==> src/rtl/uart_pkg.sv <==
`default_nettype none
// ============================================================================
//  Module      : uart_pkg
//  Description : Shared constants and FSM state type for the UART blocks.
//  Revision    : 1.0 - initial release
// ============================================================================
package uart_pkg;

    // Parity modes
    localparam int PAR_NONE = 0;
    localparam int PAR_ODD  = 1;
    localparam int PAR_EVEN = 2;

    // 50 MHz system clock, 115200 baud
    localparam int BAUD_115200_50M = 434;

    // Transmitter frame phases
    typedef enum logic [2:0] {
        TX_IDLE   = 3'd0,
        TX_START  = 3'd1,
        TX_DATA   = 3'd2,
        TX_PARITY = 3'd3,
        TX_STOP   = 3'd4
    } tx_state_t;

endpackage
`default_nettype wire

==> src/rtl/uart_baud_tick.sv <==
`default_nettype none
// ============================================================================
//  Module      : uart_baud_tick
//  Description : Divide-by-DIV counter with enable and synchronous clear.
//                tick is high in the last count of each bit period.
//  Revision    : 1.0 - initial release
// ============================================================================
module uart_baud_tick #(
    parameter int DIV = 434
) (
    input  logic clk,
    input  logic rst_n,
    input  logic en,
    input  logic clr,
    output logic tick
);

    localparam int            CW   = (DIV > 1) ? $clog2(DIV) : 1;
    localparam logic [CW-1:0] LAST = CW'(DIV - 1);

    logic [CW-1:0] cnt;

    assign tick = en && (cnt == LAST);

    // Count system clocks within a bit period, wrapping on the tick
    always_ff @(posedge clk or negedge rst_n) begin
        if (!rst_n) begin
            cnt <= '0;
        end else if (clr) begin
            cnt <= '0;
        end else if (en) begin
            cnt <= tick ? '0 : cnt + CW'(1);
        end
    end

endmodule
`default_nettype wire

==> src/rtl/uart_tx_cfg.sv <==
`default_nettype none
// ============================================================================
//  Module      : uart_tx_cfg
//  Description : Elaboration-time configurable UART transmitter with a
//                valid/ready input handshake, busy flag and frame-done pulse.
//  Revision    : 1.0 - initial release
// ============================================================================
module uart_tx_cfg
    import uart_pkg::*;
#(
    parameter int CLK_DIV   = BAUD_115200_50M,
    parameter int DATA_BITS = 8,
    parameter int PARITY    = PAR_NONE,
    parameter int STOP_BITS = 1
) (
    input  logic                 clk,
    input  logic                 rst_n,
    input  logic [DATA_BITS-1:0] din,
    input  logic                 din_vld,
    output logic                 din_rdy,
    output logic                 dout,
    output logic                 busy,
    output logic                 tx_done
);

    // Parameter legality, reported during elaboration
    if (CLK_DIV < 2) begin : g_bad_clk_div
        $error("uart_tx_cfg: CLK_DIV must be 2 or more");
    end
    if (DATA_BITS < 5 || DATA_BITS > 9) begin : g_bad_data_bits
        $error("uart_tx_cfg: DATA_BITS must be 5..9");
    end
    if (PARITY < PAR_NONE || PARITY > PAR_EVEN) begin : g_bad_parity
        $error("uart_tx_cfg: PARITY must be 0, 1 or 2");
    end
    if (STOP_BITS < 1 || STOP_BITS > 2) begin : g_bad_stop_bits
        $error("uart_tx_cfg: STOP_BITS must be 1 or 2");
    end

    // Bit counter only needs to reach DATA_BITS-1 (stop count is at most 1)
    localparam int            BW        = $clog2(DATA_BITS);
    localparam logic [BW-1:0] LAST_DATA = BW'(DATA_BITS - 1);
    localparam logic [BW-1:0] LAST_STOP = BW'(STOP_BITS - 1);

    tx_state_t              state, state_nxt;
    logic [DATA_BITS-1:0]   shreg;
    logic                   par_bit;
    logic [BW-1:0]          bit_cnt;
    logic                   dout_r, dout_nxt;
    logic                   done_r, done_nxt;
    logic                   shift, bit_inc;
    logic                   xfer, tick;

    assign din_rdy = (state == TX_IDLE);
    assign busy    = !din_rdy;
    assign xfer    = din_vld && din_rdy;
    assign dout    = dout_r;
    assign tx_done = done_r;

    uart_baud_tick #(
        .DIV (CLK_DIV)
    ) u_baud (
        .clk   (clk),
        .rst_n (rst_n),
        .en    (state != TX_IDLE),
        .clr   (xfer),
        .tick  (tick)
    );

    // FSM state register
    always_ff @(posedge clk or negedge rst_n) begin
        if (!rst_n) begin
            state <= TX_IDLE;
        end else begin
            state <= state_nxt;
        end
    end

    // Next-state, next line level and datapath controls
    always_comb begin
        state_nxt = state;
        dout_nxt  = dout_r;
        done_nxt  = 1'b0;
        shift     = 1'b0;
        bit_inc   = 1'b0;
        case (state)
            TX_IDLE: begin
                if (xfer) begin
                    state_nxt = TX_START;
                    dout_nxt  = 1'b0;
                end
            end
            TX_START: begin
                if (tick) begin
                    state_nxt = TX_DATA;
                    dout_nxt  = shreg[0];
                    shift     = 1'b1;
                end
            end
            TX_DATA: begin
                if (tick) begin
                    if (bit_cnt == LAST_DATA) begin
                        if (PARITY != PAR_NONE) begin
                            state_nxt = TX_PARITY;
                            dout_nxt  = par_bit;
                        end else begin
                            state_nxt = TX_STOP;
                            dout_nxt  = 1'b1;
                        end
                    end else begin
                        dout_nxt = shreg[0];
                        shift    = 1'b1;
                        bit_inc  = 1'b1;
                    end
                end
            end
            TX_PARITY: begin
                if (tick) begin
                    state_nxt = TX_STOP;
                    dout_nxt  = 1'b1;
                end
            end
            TX_STOP: begin
                if (tick) begin
                    if (bit_cnt == LAST_STOP) begin
                        state_nxt = TX_IDLE;
                        done_nxt  = 1'b1;
                    end else begin
                        bit_inc = 1'b1;
                    end
                end
            end
            default: begin
                state_nxt = TX_IDLE;
                dout_nxt  = 1'b1;
            end
        endcase
    end

    // Capture payload and its parity at the handshake, then shift LSB first
    always_ff @(posedge clk or negedge rst_n) begin
        if (!rst_n) begin
            shreg   <= '0;
            par_bit <= 1'b0;
        end else if (xfer) begin
            shreg   <= din;
            par_bit <= (PARITY == PAR_ODD) ? ~^din : ^din;
        end else if (shift) begin
            shreg <= shreg >> 1;
        end
    end

    // Bit counter restarts at every phase change
    always_ff @(posedge clk or negedge rst_n) begin
        if (!rst_n) begin
            bit_cnt <= '0;
        end else if (state_nxt != state) begin
            bit_cnt <= '0;
        end else if (bit_inc) begin
            bit_cnt <= bit_cnt + BW'(1);
        end
    end

    // Registered line driver and end-of-frame pulse
    always_ff @(posedge clk or negedge rst_n) begin
        if (!rst_n) begin
            dout_r <= 1'b1;
            done_r <= 1'b0;
        end else begin
            dout_r <= dout_nxt;
            done_r <= done_nxt;
        end
    end

endmodule
`default_nettype wire

==> config.mk <==
export PLATFORM = sky130hd
export DESIGN_NAME = uart_tx_cfg
export DESIGN_NICKNAME = d
export VERILOG_FILES = /design/src/rtl/uart_pkg.sv /design/src/rtl/uart_baud_tick.sv /design/src/rtl/uart_tx_cfg.sv
export SDC_FILE = /design/constraint.sdc
export NUM_CORES = 1
export LEC_CHECK = 0
export CORE_MARGIN = 1.5
export CORE_UTILIZATION = 40
export CTS_CLUSTER_SIZE = 20
export DETAILED_ROUTE_END_ITERATION = 10
export GPL_TIMING_DRIVEN = 1
export PLACE_DENSITY = 0.65
export SLEW_MARGIN = 40
export SYNTH_ARGS = -nofsm -noshare
export SYNTH_HDL_FRONTEND = slang
export SYNTH_HIERARCHICAL = 1
export SYNTH_SLANG_ARGS = --single-unit
==> constraint.sdc <==
create_clock -name clk -period 4.2 [get_ports clk]
set_input_delay 0.84 -clock clk [delete_from_list [all_inputs] [get_ports clk]]
set_output_delay 0.84 -clock clk [all_outputs]
set_load 0.05 [all_outputs]
==> flow_summary_export.csv <==
group,metric,value,unit
run_status,status,"finished, final reports clean",
cells_and_area,antennaDiodeCount,0,
synth,synth_area_per_cell,10.4,um^2
drt,postRouteAntennaNets,0,
floorplan,die_w,64.4,um
synth,yosys_warnings,6,
drt,wl,2880,um
clock_tree,clock-root-buffer,"clkbuf_8",
critical_path,worstReg2RegStart,"state[2]",
clock_tree,ctsResizeCount,0,
clock_tree,cts.sinks,25,
power,ir_worst_vdd,0.217,mV
cells_and_area,drive_gt1_share,16.5,%
hold_path,hp-class,"flip-flop to flip-flop",
clock_tree,htreeDepth,1,
sta,max_freq,0.323,GHz
power,p_per_area,411,nW/um^2
placed_design,dpl_cell_area,1670,um^2
synth,netlist_instances,145,
clock_tree,clock_path_buffers,2,
sta,skew,0.00227,ns
cells_and_area,stdcell_area,1710,um^2
cells_and_area,final_nets,175,
clock_tree,cts_tree,"built",
synth,syn-num-nets,161,
critical_path,arrival,3.25,ns
cells_and_area,final_cells,206,
clock_tree,clk_pin_slew_worst_paths,0.09,ns
drt,first_pass_iters,4,
grt,grt_pass1_wl,5330,um
critical_path,cp_max_fo,15,
drt,drc_errors,0,
critical_path,crit_path_end_kind,"flip-flop",
grt,grt_start_max_net_pins,26,
critical_path,crit_start,"state[2]",
critical_path,r2r_setup_slack,1.11,ns
sta,tightest_slew,0.797,ns
job,drv_cap,0,
synth,synth_cell_types,41,
critical_path,worstPathRequired,4.35,ns
cells_and_area,area_growth,13.7,%
grt,grt_use_total,16.1,%
floorplan,core,3630,um^2
sta,post-route-period-util,73.7,%
grt,antenna_found_initial,0,
clock_tree,numCtsBuffers,3,
sta,fin_crit,3.09,ns
placed_design,place_inst,202,
power,leakage,0.000726,uW
floorplan,fp.dieH,64.4,um
critical_path,start_kind,"flip-flop",
floorplan,rows,22,
sta,rsz0062_at_grt,"false",
placed_design,hpwl,2080,um
clock_tree,clk-insertion-delay-late,0.26,ns
placed_design,gp_congestion,0.763,
critical_path,worstSetupPathType,"flip-flop to flip-flop",
floorplan,initial_core_util,41.5,%
sta,hold_viol,0,
sta,setup_violations,0,
synth,synth_seq_cells,25,
drt,viasPerCell,5.47,
sta,report.final.slew_viol_count,0,
clock_tree,ctsHoldBuffers,0,
drt,vias,1127,
cells_and_area,nFillCells,342,
synth,netlist_area,1510,um^2
floorplan,num_io_pins,15,
power,power.total,705,uW
sta,setup-tns-final,0,ns
sta,slew_headroom,46.6,%
synth,ys_seq_area_share,41.6,%
grt,grt_overflow,0,
hold_path,min_from,"shreg[6]",
drt,routedWlPerCell,14.0,um
cells_and_area,fin_util,47.1,%
placed_design,io_buffers,14,
drt,detail_route.iter0.violations,43,
clock_tree,cts_setup_buffers,0,
grt,grt_pass1_vias,1192,
floorplan,dieArea,4140,um^2
## power by group
group	switching (uW)	total, uW	internal (uW)	leakage (uW)
clock	75.4	143	67.8	0.0000228
sequential	62.2	363	300	0.000323
combinational	88.1	199	111	0.000380
total	226	705	479	0.000726
## cells in the mapped netlist (all sizes together)
cell	number	area [um^2]
a211oi	1	7.51
a21o	3	22.5
a21oi	11	58.8
a2bb2oi	1	15.0
a32oi	1	8.76
and2b	1	7.51
and3	1	6.26
and3b	1	8.76
buf	3	30.0
clkbuf	3	11.3
dfrtp	24	601
dfstp	1	26.3
ha	5	62.6
inv	5	18.8
mux2	14	176
mux2i	1	10.0
nand2	11	41.3
nand2b	2	12.5
nand3	5	25.0
nand4	1	6.26
nor2	10	45.0
nor2b	3	18.8
nor3	5	30.0
nor3b	1	7.51
nor4b	1	23.8
o2111ai	1	8.76
o211ai	3	36.3
o21ai	12	60.1
o31ai	6	58.8
or3	4	25.0
or4	2	18.8
xor2	2	17.5
## layout make-up
type / instances / area [um^2] / area share (%)
Timing Repair Buffer: 15 / 143 / 8.33
Sequential cell: 25 / 627 / 36.6
Clock buffer: 4 / 45.0 / 2.63
Inverter: 5 / 18.8 / 1.10
Tap cell: 48 / 60.1 / 3.51
Multi-Input combinational cell: 109 / 820 / 47.8
## stage by stage
stage	hold WS [ns]	setup WS (ns)
6_report	0.504	1.11
5_1_grt	0.524	0.753
4_1_cts	0.515	1.11
3_5_place_dp	0.494	1.14
3_3_place_gp	0.477	1.17
2_1_floorplan	0.458	0.260
## critical path: stages (launching register included)
cell       delay [ns]
dfrtp_1          0.69
nor3_1           0.12
inv_1            0.28
nand4_1          0.24
nor3_2           0.63
and2b_1          0.32
a2bb2oi_2        0.10
nor2_4           0.22
mux2_2           0.37
## placed cells by master, fill, tap and decap left out, types with 2 or more instances in the layout
cell type	instances
a21o_1	3
a21oi_1	10
clkbuf_8	3
clkdlybuf4s50_1	13
dfrtp_1	24
ha_1	5
inv_1	5
mux2_1	2
mux2_2	7
mux2_4	5
nand2_1	11
nand2b_1	2
nand3_1	5
nor2_1	9
nor2b_1	3
nor3_1	4
o211ai_1	2
o21ai_0	12
o31ai_1	5
or3_1	4
xor2_1	2
## cell families (layout without fill, tap and decap cells)
kind of cell | Yosys count | after routing | synth area share [%]
simple gates | 48 | 48 | 18.4
compound gates | 39 | 39 | 18.4
flops | 25 | 25 | 41.6
mux | 15 | 15 | 12.4
buf+inv | 11 | 24 | 3.99
fa+ha+maj | 5 | 5 | 4.15
xor+xnor | 2 | 2 | 1.16
## flip-flops by register name, indices dropped and copies added, names as in the netlist
signal / cells
dout: 1
state: 3
u_baud/cnt: 9
shreg: 8
bit_cnt: 3
tx_done: 1
## final timing paths
check	end	cells past startpoint
max in group asynchronous	dout	1
min in group asynchronous	state[1]	1
worst max register to register	shreg[3]	8
worst min-delay path	shreg[6]	1
worst max-delay path	shreg[3]	8
worst min register to register	shreg[6]	1
## per-layer routing
| metal | vias to the layer above | routed length, um | track usage, % |
|---|---|---|---|
| li1 | 558 | - | - |
| met1 | 547 | 1390 | 21.3 |
| met2 | 20 | 1380 | 26.7 |
| met3 | 2 | 82 | 2.11 |
| met4 | 0 | 23 | 6.12 |
| met5 | - | 0 | 0 |
Note: power is estimated with default switching activity, not from simulation.
